File: config.mk
export PLATFORM = sky130hd
export DESIGN_NAME = multdiv_seq
export DESIGN_NICKNAME = d
export VERILOG_FILES = /design/src/rtl/proc_pkg.sv /design/src/rtl/mdop_decode.sv /design/src/rtl/multdiv_seq.sv
export SDC_FILE = /design/constraint.sdc
export NUM_CORES = 1
export LEC_CHECK = 0
export CORE_MARGIN = 3
export CORE_UTILIZATION = 34
export CTS_CLUSTER_DIAMETER = 200
export CTS_CLUSTER_SIZE = 10
export DETAILED_ROUTE_END_ITERATION = 6
export GPL_ROUTABILITY_DRIVEN = 0
export PLACE_DENSITY = 0.76
export RECOVER_POWER = 100
export SYNTH_ARGS = -nofsm -noshare
export SYNTH_HDL_FRONTEND = slang
export SYNTH_SLANG_ARGS = --single-unit
File: constraint.sdc
create_clock -name clock -period 1.3 [get_ports clock]
set_input_delay 0.26 -clock clock [delete_from_list [all_inputs] [get_ports clock]]
set_output_delay 0.26 -clock clock [all_outputs]
set_load 0.01 [all_outputs]
File: src/rtl/proc_pkg.sv
// Shared pipeline definitions: instruction field encodings for the multiply/divide
// path, the status register number and codes written on an exception, and the
// sequencer state type.
package proc_pkg;

  localparam logic [4:0] OPC_ALU  = 5'b00000;
  localparam logic [4:0] ALU_MULT = 5'b00110;
  localparam logic [4:0] ALU_DIV  = 5'b00111;

  // Writeback target and payload used when the unit reports overflow / divide error
  localparam logic [4:0]  RSTATUS  = 5'd30;
  localparam logic [31:0] EXC_MULT = 32'd4;
  localparam logic [31:0] EXC_DIV  = 32'd5;

  typedef enum logic [1:0] {
    MD_IDLE = 2'd0,
    MD_BUSY = 2'd1,
    MD_DONE = 2'd2
  } md_state_t;

endpackage

File: src/rtl/mdop_decode.sv
// Combinational decode of the D/X instruction into mult/div flags and the
// destination register. Also used by the stall and bypass logic.
module mdop_decode
  import proc_pkg::*;
(
  input  logic [31:0] dx_ir,
  output logic        is_mult,
  output logic        is_div,
  output logic [4:0]  rd
);

  logic alu_opc;
  logic unused_ir;

  assign alu_opc   = (dx_ir[31:27] == OPC_ALU);
  assign is_mult   = alu_opc && (dx_ir[6:2] == ALU_MULT);
  assign is_div    = alu_opc && (dx_ir[6:2] == ALU_DIV);
  assign rd        = dx_ir[26:22];
  // Source register and shamt fields are not needed to sequence the unit
  assign unused_ir = ^{dx_ir[21:7], dx_ir[1:0]};

endmodule

File: src/rtl/multdiv_seq.sv
// Sequencer for the shared multi-cycle multiply/divide unit.
// Decodes mult/div in D/X, fires one start pulse, stalls F/D/X until the unit
// completes, then presents the result (or exception status) to writeback for
// exactly one cycle.
//
// Handshake: md_ctrl_mult/md_ctrl_div are single-cycle start strobes issued in
// the first BUSY cycle; md_op_a/md_op_b are held from that strobe until
// completion. md_ready is a single-cycle completion strobe and is only honoured
// in BUSY (it may coincide with the start strobe). pw_valid is a single-cycle
// writeback strobe qualifying pw_rd/pw_data; there is no back-pressure.
//
// Optional watchdog: define MULTDIV_TIMEOUT_EN to force completion with an
// exception after MAX_CYCLES busy cycles without md_ready.
module multdiv_seq
  import proc_pkg::*;
#(
  parameter int MAX_CYCLES = 40,
  parameter int CNT_W      = 6
) (
  input  logic        clock,
  input  logic        reset_n,
  input  logic [31:0] dx_ir,
  input  logic [31:0] data_a,
  input  logic [31:0] data_b,
  output logic        md_ctrl_mult,
  output logic        md_ctrl_div,
  output logic [31:0] md_op_a,
  output logic [31:0] md_op_b,
  input  logic [31:0] md_result,
  input  logic        md_exception,
  input  logic        md_ready,
  output logic        pw_stall,
  output logic        pw_valid,
  output logic [4:0]  pw_rd,
  output logic [31:0] pw_data,
  output md_state_t   dbg_state
);

  if ((1 << CNT_W) <= MAX_CYCLES) begin : g_cnt_w_check
    $error("multdiv_seq: CNT_W too narrow to hold MAX_CYCLES");
  end

  logic       dec_is_mult;
  logic       dec_is_div;
  logic [4:0] dec_rd;
  logic       md_op;

  mdop_decode u_decode (
    .dx_ir   (dx_ir),
    .is_mult (dec_is_mult),
    .is_div  (dec_is_div),
    .rd      (dec_rd)
  );

  assign md_op = dec_is_mult | dec_is_div;

  md_state_t   state_q, state_d;
  logic [4:0]  rd_q, rd_d;
  logic        is_div_q, is_div_d;
  logic [31:0] op_a_q, op_a_d;
  logic [31:0] op_b_q, op_b_d;
  logic        ctrl_mult_q, ctrl_mult_d;
  logic        ctrl_div_q, ctrl_div_d;
  logic        pw_valid_q, pw_valid_d;
  logic [4:0]  pw_rd_q, pw_rd_d;
  logic [31:0] pw_data_q, pw_data_d;

  logic        timeout;
  logic        finish;
  logic        exc_sel;

`ifdef MULTDIV_TIMEOUT_EN
  localparam logic [CNT_W-1:0] CNT_MAX = CNT_W'(MAX_CYCLES);

  logic [CNT_W-1:0] cnt_q, cnt_d;

  // Busy-cycle counter: zero outside BUSY, counts up while waiting
  always_comb begin
    cnt_d = '0;
    if (state_q == MD_BUSY) cnt_d = cnt_q + 1'b1;
  end

  // Counter register
  always_ff @(posedge clock) begin
    if (!reset_n) cnt_q <= '0;
    else          cnt_q <= cnt_d;
  end

  assign timeout = (cnt_q == CNT_MAX);
`else
  assign timeout = 1'b0;
`endif

  // Next-state and registered-output logic of the IDLE/BUSY/DONE sequencer
  always_comb begin
    state_d     = state_q;
    rd_d        = rd_q;
    is_div_d    = is_div_q;
    op_a_d      = op_a_q;
    op_b_d      = op_b_q;
    ctrl_mult_d = 1'b0;
    ctrl_div_d  = 1'b0;
    pw_valid_d  = 1'b0;
    pw_rd_d     = '0;
    pw_data_d   = '0;
    finish      = 1'b0;
    exc_sel     = 1'b0;
    case (state_q)
      MD_IDLE: begin
        if (md_op) begin
          rd_d        = dec_rd;
          is_div_d    = dec_is_div;
          op_a_d      = data_a;
          op_b_d      = data_b;
          ctrl_mult_d = dec_is_mult;
          ctrl_div_d  = dec_is_div;
          state_d     = MD_BUSY;
        end
      end
      MD_BUSY: begin
        // A completion in the same cycle as the watchdog takes priority
        if (md_ready) begin
          finish  = 1'b1;
          exc_sel = md_exception;
        end else if (timeout) begin
          finish  = 1'b1;
          exc_sel = 1'b1;
        end
        if (finish) begin
          state_d    = MD_DONE;
          pw_valid_d = 1'b1;
          pw_rd_d    = exc_sel ? RSTATUS : rd_q;
          pw_data_d  = exc_sel ? (is_div_q ? EXC_DIV : EXC_MULT) : md_result;
        end
      end
      // The stalled instruction advances on this edge; decode is not looked at
      MD_DONE: state_d = MD_IDLE;
      default: state_d = MD_IDLE;
    endcase
  end

  // State and output registers; synchronous clear on reset
  always_ff @(posedge clock) begin
    if (!reset_n) begin
      state_q     <= MD_IDLE;
      rd_q        <= '0;
      is_div_q    <= 1'b0;
      op_a_q      <= '0;
      op_b_q      <= '0;
      ctrl_mult_q <= 1'b0;
      ctrl_div_q  <= 1'b0;
      pw_valid_q  <= 1'b0;
      pw_rd_q     <= '0;
      pw_data_q   <= '0;
    end else begin
      state_q     <= state_d;
      rd_q        <= rd_d;
      is_div_q    <= is_div_d;
      op_a_q      <= op_a_d;
      op_b_q      <= op_b_d;
      ctrl_mult_q <= ctrl_mult_d;
      ctrl_div_q  <= ctrl_div_d;
      pw_valid_q  <= pw_valid_d;
      pw_rd_q     <= pw_rd_d;
      pw_data_q   <= pw_data_d;
    end
  end

  // Stall is combinational in IDLE so the decoding instruction is held at once;
  // gated by reset so every output reads 0 while reset is applied.
  assign pw_stall     = reset_n & (((state_q == MD_IDLE) & md_op) | (state_q == MD_BUSY));
  assign md_ctrl_mult = ctrl_mult_q;
  assign md_ctrl_div  = ctrl_div_q;
  assign md_op_a      = op_a_q;
  assign md_op_b      = op_b_q;
  assign pw_valid     = pw_valid_q;
  assign pw_rd        = pw_rd_q;
  assign pw_data      = pw_data_q;
  assign dbg_state    = state_q;

endmodule

Word level (Yosys, flattened, before mapping) --
Index checks and enable logic that the tools add are counted.
Word-level totals: flip-flop bits (word level) 112, logic and storage cells 44
Operators by class: equal/unequal tests 5, mux-type cells 11, bitwise gates (word level) 7, reductions and logical operators 10
Operators with widths (count):
- $mux 32 | 1
- $eq 5x3->1 const B | 2
- $mux 1 | 6
- $reduce_and 2->1 | 3
- $reduce_and 3->1 | 2
- $logic_not 5->1 | 1
- $mux 5 | 1
- $mux 2 | 2
- $ne 2x2->1 const B | 2
- $pmux 2 s2 | 1
- $reduce_or 4->1 | 1
- $not 1->1 | 3
- $and 1x1->1 | 2
- $eq 2x1->1 const B | 1
- $logic_and 1x1->1 | 2
- $logic_not 2->1 | 1
- $or 1x1->1 | 2

Logic depth before layout (Yosys ltp) --
depth in word-level cells 6, depth in mapped cells 5, mapped depth without buffers 3

By module --
Synthesis repeated with hierarchy kept, for this count alone.
Unflattened totals: cells, all modules 416, area total of the unflattened synthesis 4157.7 um^2
Modules (own cells, without submodules):
- multdiv_seq | instances 1, cells each 406, area each 4085.2 um^2, seq. area each 2242.2 um^2
- mdop_decode | instances 1, cells each 10, area each 72.6 um^2, seq. area each 0.0 um^2

Least setup slack after synthesis --
No wires, ideal clock.
kind register to register, start register state_q[0] (netlist: dbg_state[0]), end register is_div_q, library setup time 0.072 ns, arrival time 1.193 ns, data required time 1.228 ns, slack 0.035 ns, stages on the path, launching flop included 6, period minus slack after synthesis 1.265 ns, cell sequence dfxtp_1 -> nor3_2 -> and3_4 -> buf_12 -> buf_12 -> mux2i_1
On the way: word-level cells in the longest chain between the ends 2
RTL lines:
- start: declaration | line multdiv_seq.sv:57 | md_state_t state_q, state_d;
- start signal: assignment | line multdiv_seq.sv:156 | state_q <= state_d;
- $logic_not 2->1 | line multdiv_seq.sv:108 | case (state_q)
- $reduce_and 2->1 (no source line)
- end signal: assignment | line multdiv_seq.sv:158 | is_div_q <= is_div_d;
- end: declaration | line multdiv_seq.sv:59 | logic is_div_q, is_div_d;
Every way passes these cells. A chain may end at the register's enable or synchronous reset.

Final worst setup path --
start input port dx_ir[30], end output port pw_stall
On the way: word-level cells in the longest chain between the ends 6
RTL lines:
- start: declaration | line multdiv_seq.sv:22 | input logic [31:0] dx_ir,
- $logic_not 5->1 (*) | line mdop_decode.sv:15 | assign alu_opc = (dx_ir[31:27] == OPC_ALU);
- $logic_and 1x1->1 (on tied branches) | line mdop_decode.sv:16, mdop_decode.sv:17
- $or 1x1->1 (*) | line multdiv_seq.sv:55 | assign md_op = dec_is_mult | dec_is_div;
- $and 1x1->1 (*) | line multdiv_seq.sv:171 | assign pw_stall = reset_n & (((state_q == MD_IDLE) & md_op) | (state_q == MD_BUSY));
- $or 1x1->1 (*) | line multdiv_seq.sv:171
- $and 1x1->1 (*) | line multdiv_seq.sv:171
- end: declaration | line multdiv_seq.sv:32 | output logic pw_stall,
Mark *: on every way between the ends. The rest lies on a longest branch, timed or not.

==> impl_metrics.yaml <==
synth:
  muxShareOfSynthArea_pct: 17.43
  synth-compound-area-share_pct: 0.1227
  synth_top_area_share_pct: 54.99
  yosysUniqueCellTypes: 18
  synth_top_family_by_area: "simple AND/OR/NAND/NOR gates"
  yosys.area.top_type: "dfxtp_1"
  synth_simple_gate_area_share_pct: 21.29
  avgSynthCellArea_um2: 9.994
  netlist_instances: 408
  synth_fa_ha_area_share_pct: 0
  ys_warn_count: 0
  netlist_area_um2: 4078
  ys_seq_area_share_pct: 54.99
  synth_fp_nets: 540
  synthTopCellsByArea: "dfxtp_1, mux2i_1, nand2_1"
  ys_ff_latch: 112
  synthXorXnorAreaFrac_pct: 0
place:
  portBuffers: 221
  dp_cells: 759
  place_hpwl_mm: 8.411
clock_network:
  htreeDepth: 3
  cts.clk_slew.worst_paths_ns: 0.07
  cts_hold_buffers: 0
  cts_buffers: 9
  clockRootBuffer: "clkbuf_16"
  cts.sinks: 112
  cts_tree: "built"
  cts_buffer_depth: 2
  clock_latency_ns: 0.33
timing:
  clock_skew_ns: 0.006729
  rsz0062_at_grt: "yes"
  tightest_slew_ns: 0.3966
  period_share_pct: 117.3
  fin_crit_ns: 1.525
  setup_viol: 66
  drv_slew: 0
  timing.final.ws_setup_ns: -0.2247
  hold_viol_final: 0
  maxSlewHeadroom_pct: 73.56
  max_freq_mhz: 655.9
drt:
  dr_total_vias: 3508
  via_per_inst: 4.469
  drt-pass1-iter-count: 6
  first_iter_violations: 160
  drtAntennaViolNets: 0
  drc_errors: 0
  post_drt_wl_per_cell_um: 14.54
  wirelength_mm: 11.42
global_route:
  gr-total-overflow: 0
  grt_pass1_vias: 3571
  grt_antenna_before_repair: 0
  grt_pass1_wl_mm: 17.37
  grt_max_degree: 88
  grtUsageTotal_pct: 16.35
die:
  start_util_pct: 35.26
  die_h_um: 115.5
  ioPinCount: 239
  die-area_um2: 13340
  die_width_um: 115.5
  core_area_um2: 11560
  num_rows: 39
run_status:
  failed_checks: "setup timing"
  status: "finished with violations"
setup_path:
  worstSetupStartpoint: "dx_ir[30]"
  crit_type: "in -> out"
  cp.arrival_ns: 1.26
  critPathCaptureType: "output port"
  path_cells: "dlygate4sd2_1 > nor4_4 > nand4_1 > nand2_1 > buf_6"
  slowest_stage: "nor4_4"
  rr_startpoint: "dbg_state[0]"
  worstPathRequired_ns: 1.04
  cpPeakStageDelay_ns: 0.31
  worst_setup_path_start_kind: "primary input"
  cp_max_fo: 2
hold_path:
  min-delay-start: "reset_n"
  hp-class: "in -> reg"
pwr:
  leakage_nw: 3.091
  ir_drop_uv: 623.6
  p_per_area_nw_per_um2: 1037
cells_and_area:
  layout-drive-gt1-share_pct: 7.009
  layout.nets: 769
  areaGrowthSynthToFinish_pct: 65.57
  finalCoreUtilization_pct: 58.38
  final_cell_count_no_fill: 785
  final_common_cell: "nand2_1"
  final_cell_mix: "nand2_1, dlygate4sd2_1, dfxtp_1, clkdlybuf4s50_1, mux2i_1"
  diodes: 0
job:
  cap_violations: 0
synthesized netlist by cell type, drive strengths merged:
cell,count
and2,31
nand2,141
and3,1
clkbuf,18
nor4,1
nand4,1
dfxtp,112
nand4b,1
nor3,1
and4bb,1
mux2i,71
nand3b,1
inv,3
o21ai,1
nor2,14
buf,10
logic make-up after synthesis:
| group | count (synthesis) |
|---|---|
| AOI/OAI and AO/OA | 1 |
| buffers and inverters | 31 |
| DFF | 112 |
| muxes | 71 |
| and+or+nand+nor | 193 |
worst max-delay path, delay by kind of cell:
kind | cells | cell delay [ns]
buf+inv | 2 | 0.36
simple gates | 3 | 0.64
cell type report:
cell class | count | area, um2
clock buffers | 13 | 240.2
clock inverters | 3 | 90.09
fillers | 1020 | 4813
inverters | 3 | 11.26
multi-input cells | 265 | 1590
flip-flops and latches | 112 | 2243
well taps | 143 | 178.9
repair buffers | 246 | 2397
repair_timing:
item	in CTS	in global routing
resized for setup	133	5
endpoints found under the setup margin	177	75
gates cloned	4	0
setup buffers	2	4
pin swaps	5	0
layer usage:
metal,vias up,part of all wire [%],GRT usage (%)
met3,16,9.2,5.483
li1,1748,-,-
met1,1606,38,18.08
met2,138,50,28.63
met5,-,0,0
met4,0,2.2,7.042
through the flow:
| stage | power, mW | area, um2 | hold slack (ns) | TNS (ns) | setup slack (ns) |
|---|---|---|---|---|---|
| after floorplan | 3.642 | 4078 | 0.3324 | 0 | 0.03508 |
| after global routing | 7.243 | 6751 | 0.3144 | -16.21 | -0.2835 |
| after CTS | 7.085 | 6736 | 0.2651 | -10.63 | -0.2287 |
| after detailed placement | 4.024 | 6389 | 0.4465 | -45.71 | -0.9255 |
| after global placement | 4.013 | 6389 | 0.4393 | -43.58 | -0.9441 |
| final | 7.004 | 6751 | 0.2860 | -7.930 | -0.2247 |
path summary, 6_finish.rpt:
check | endpoint | slack (ns) | cells past startpoint
worst min-delay path | dbg_state[0] | 0.29 | 3
worst max-delay path | pw_stall | -0.22 | 5
worst min register to register | md_op_a[16] | 0.45 | 2
worst max register to register | md_op_a[26] | -0.16 | 6
power by group:
group	internal (mW)	switching, mW	leakage, nW	total (mW)
clock	1.89	1.18	0.158	3.07
sequential	3.43	0.00140	0.902	3.43
combinational	0.344	0.161	2.03	0.505
total	5.66	1.34	3.09	7.00
sequential cells by signal (all words and copies together) (netlist names):
name	cells
dbg_state	2
is_div_q	1
md_ctrl_div	1
md_ctrl_mult	1
md_op_a	32
md_op_b	32
pw_data	32
pw_rd	5
pw_valid	1
rd_q	5
Note: power is estimated with default switching activity, not from simulation.
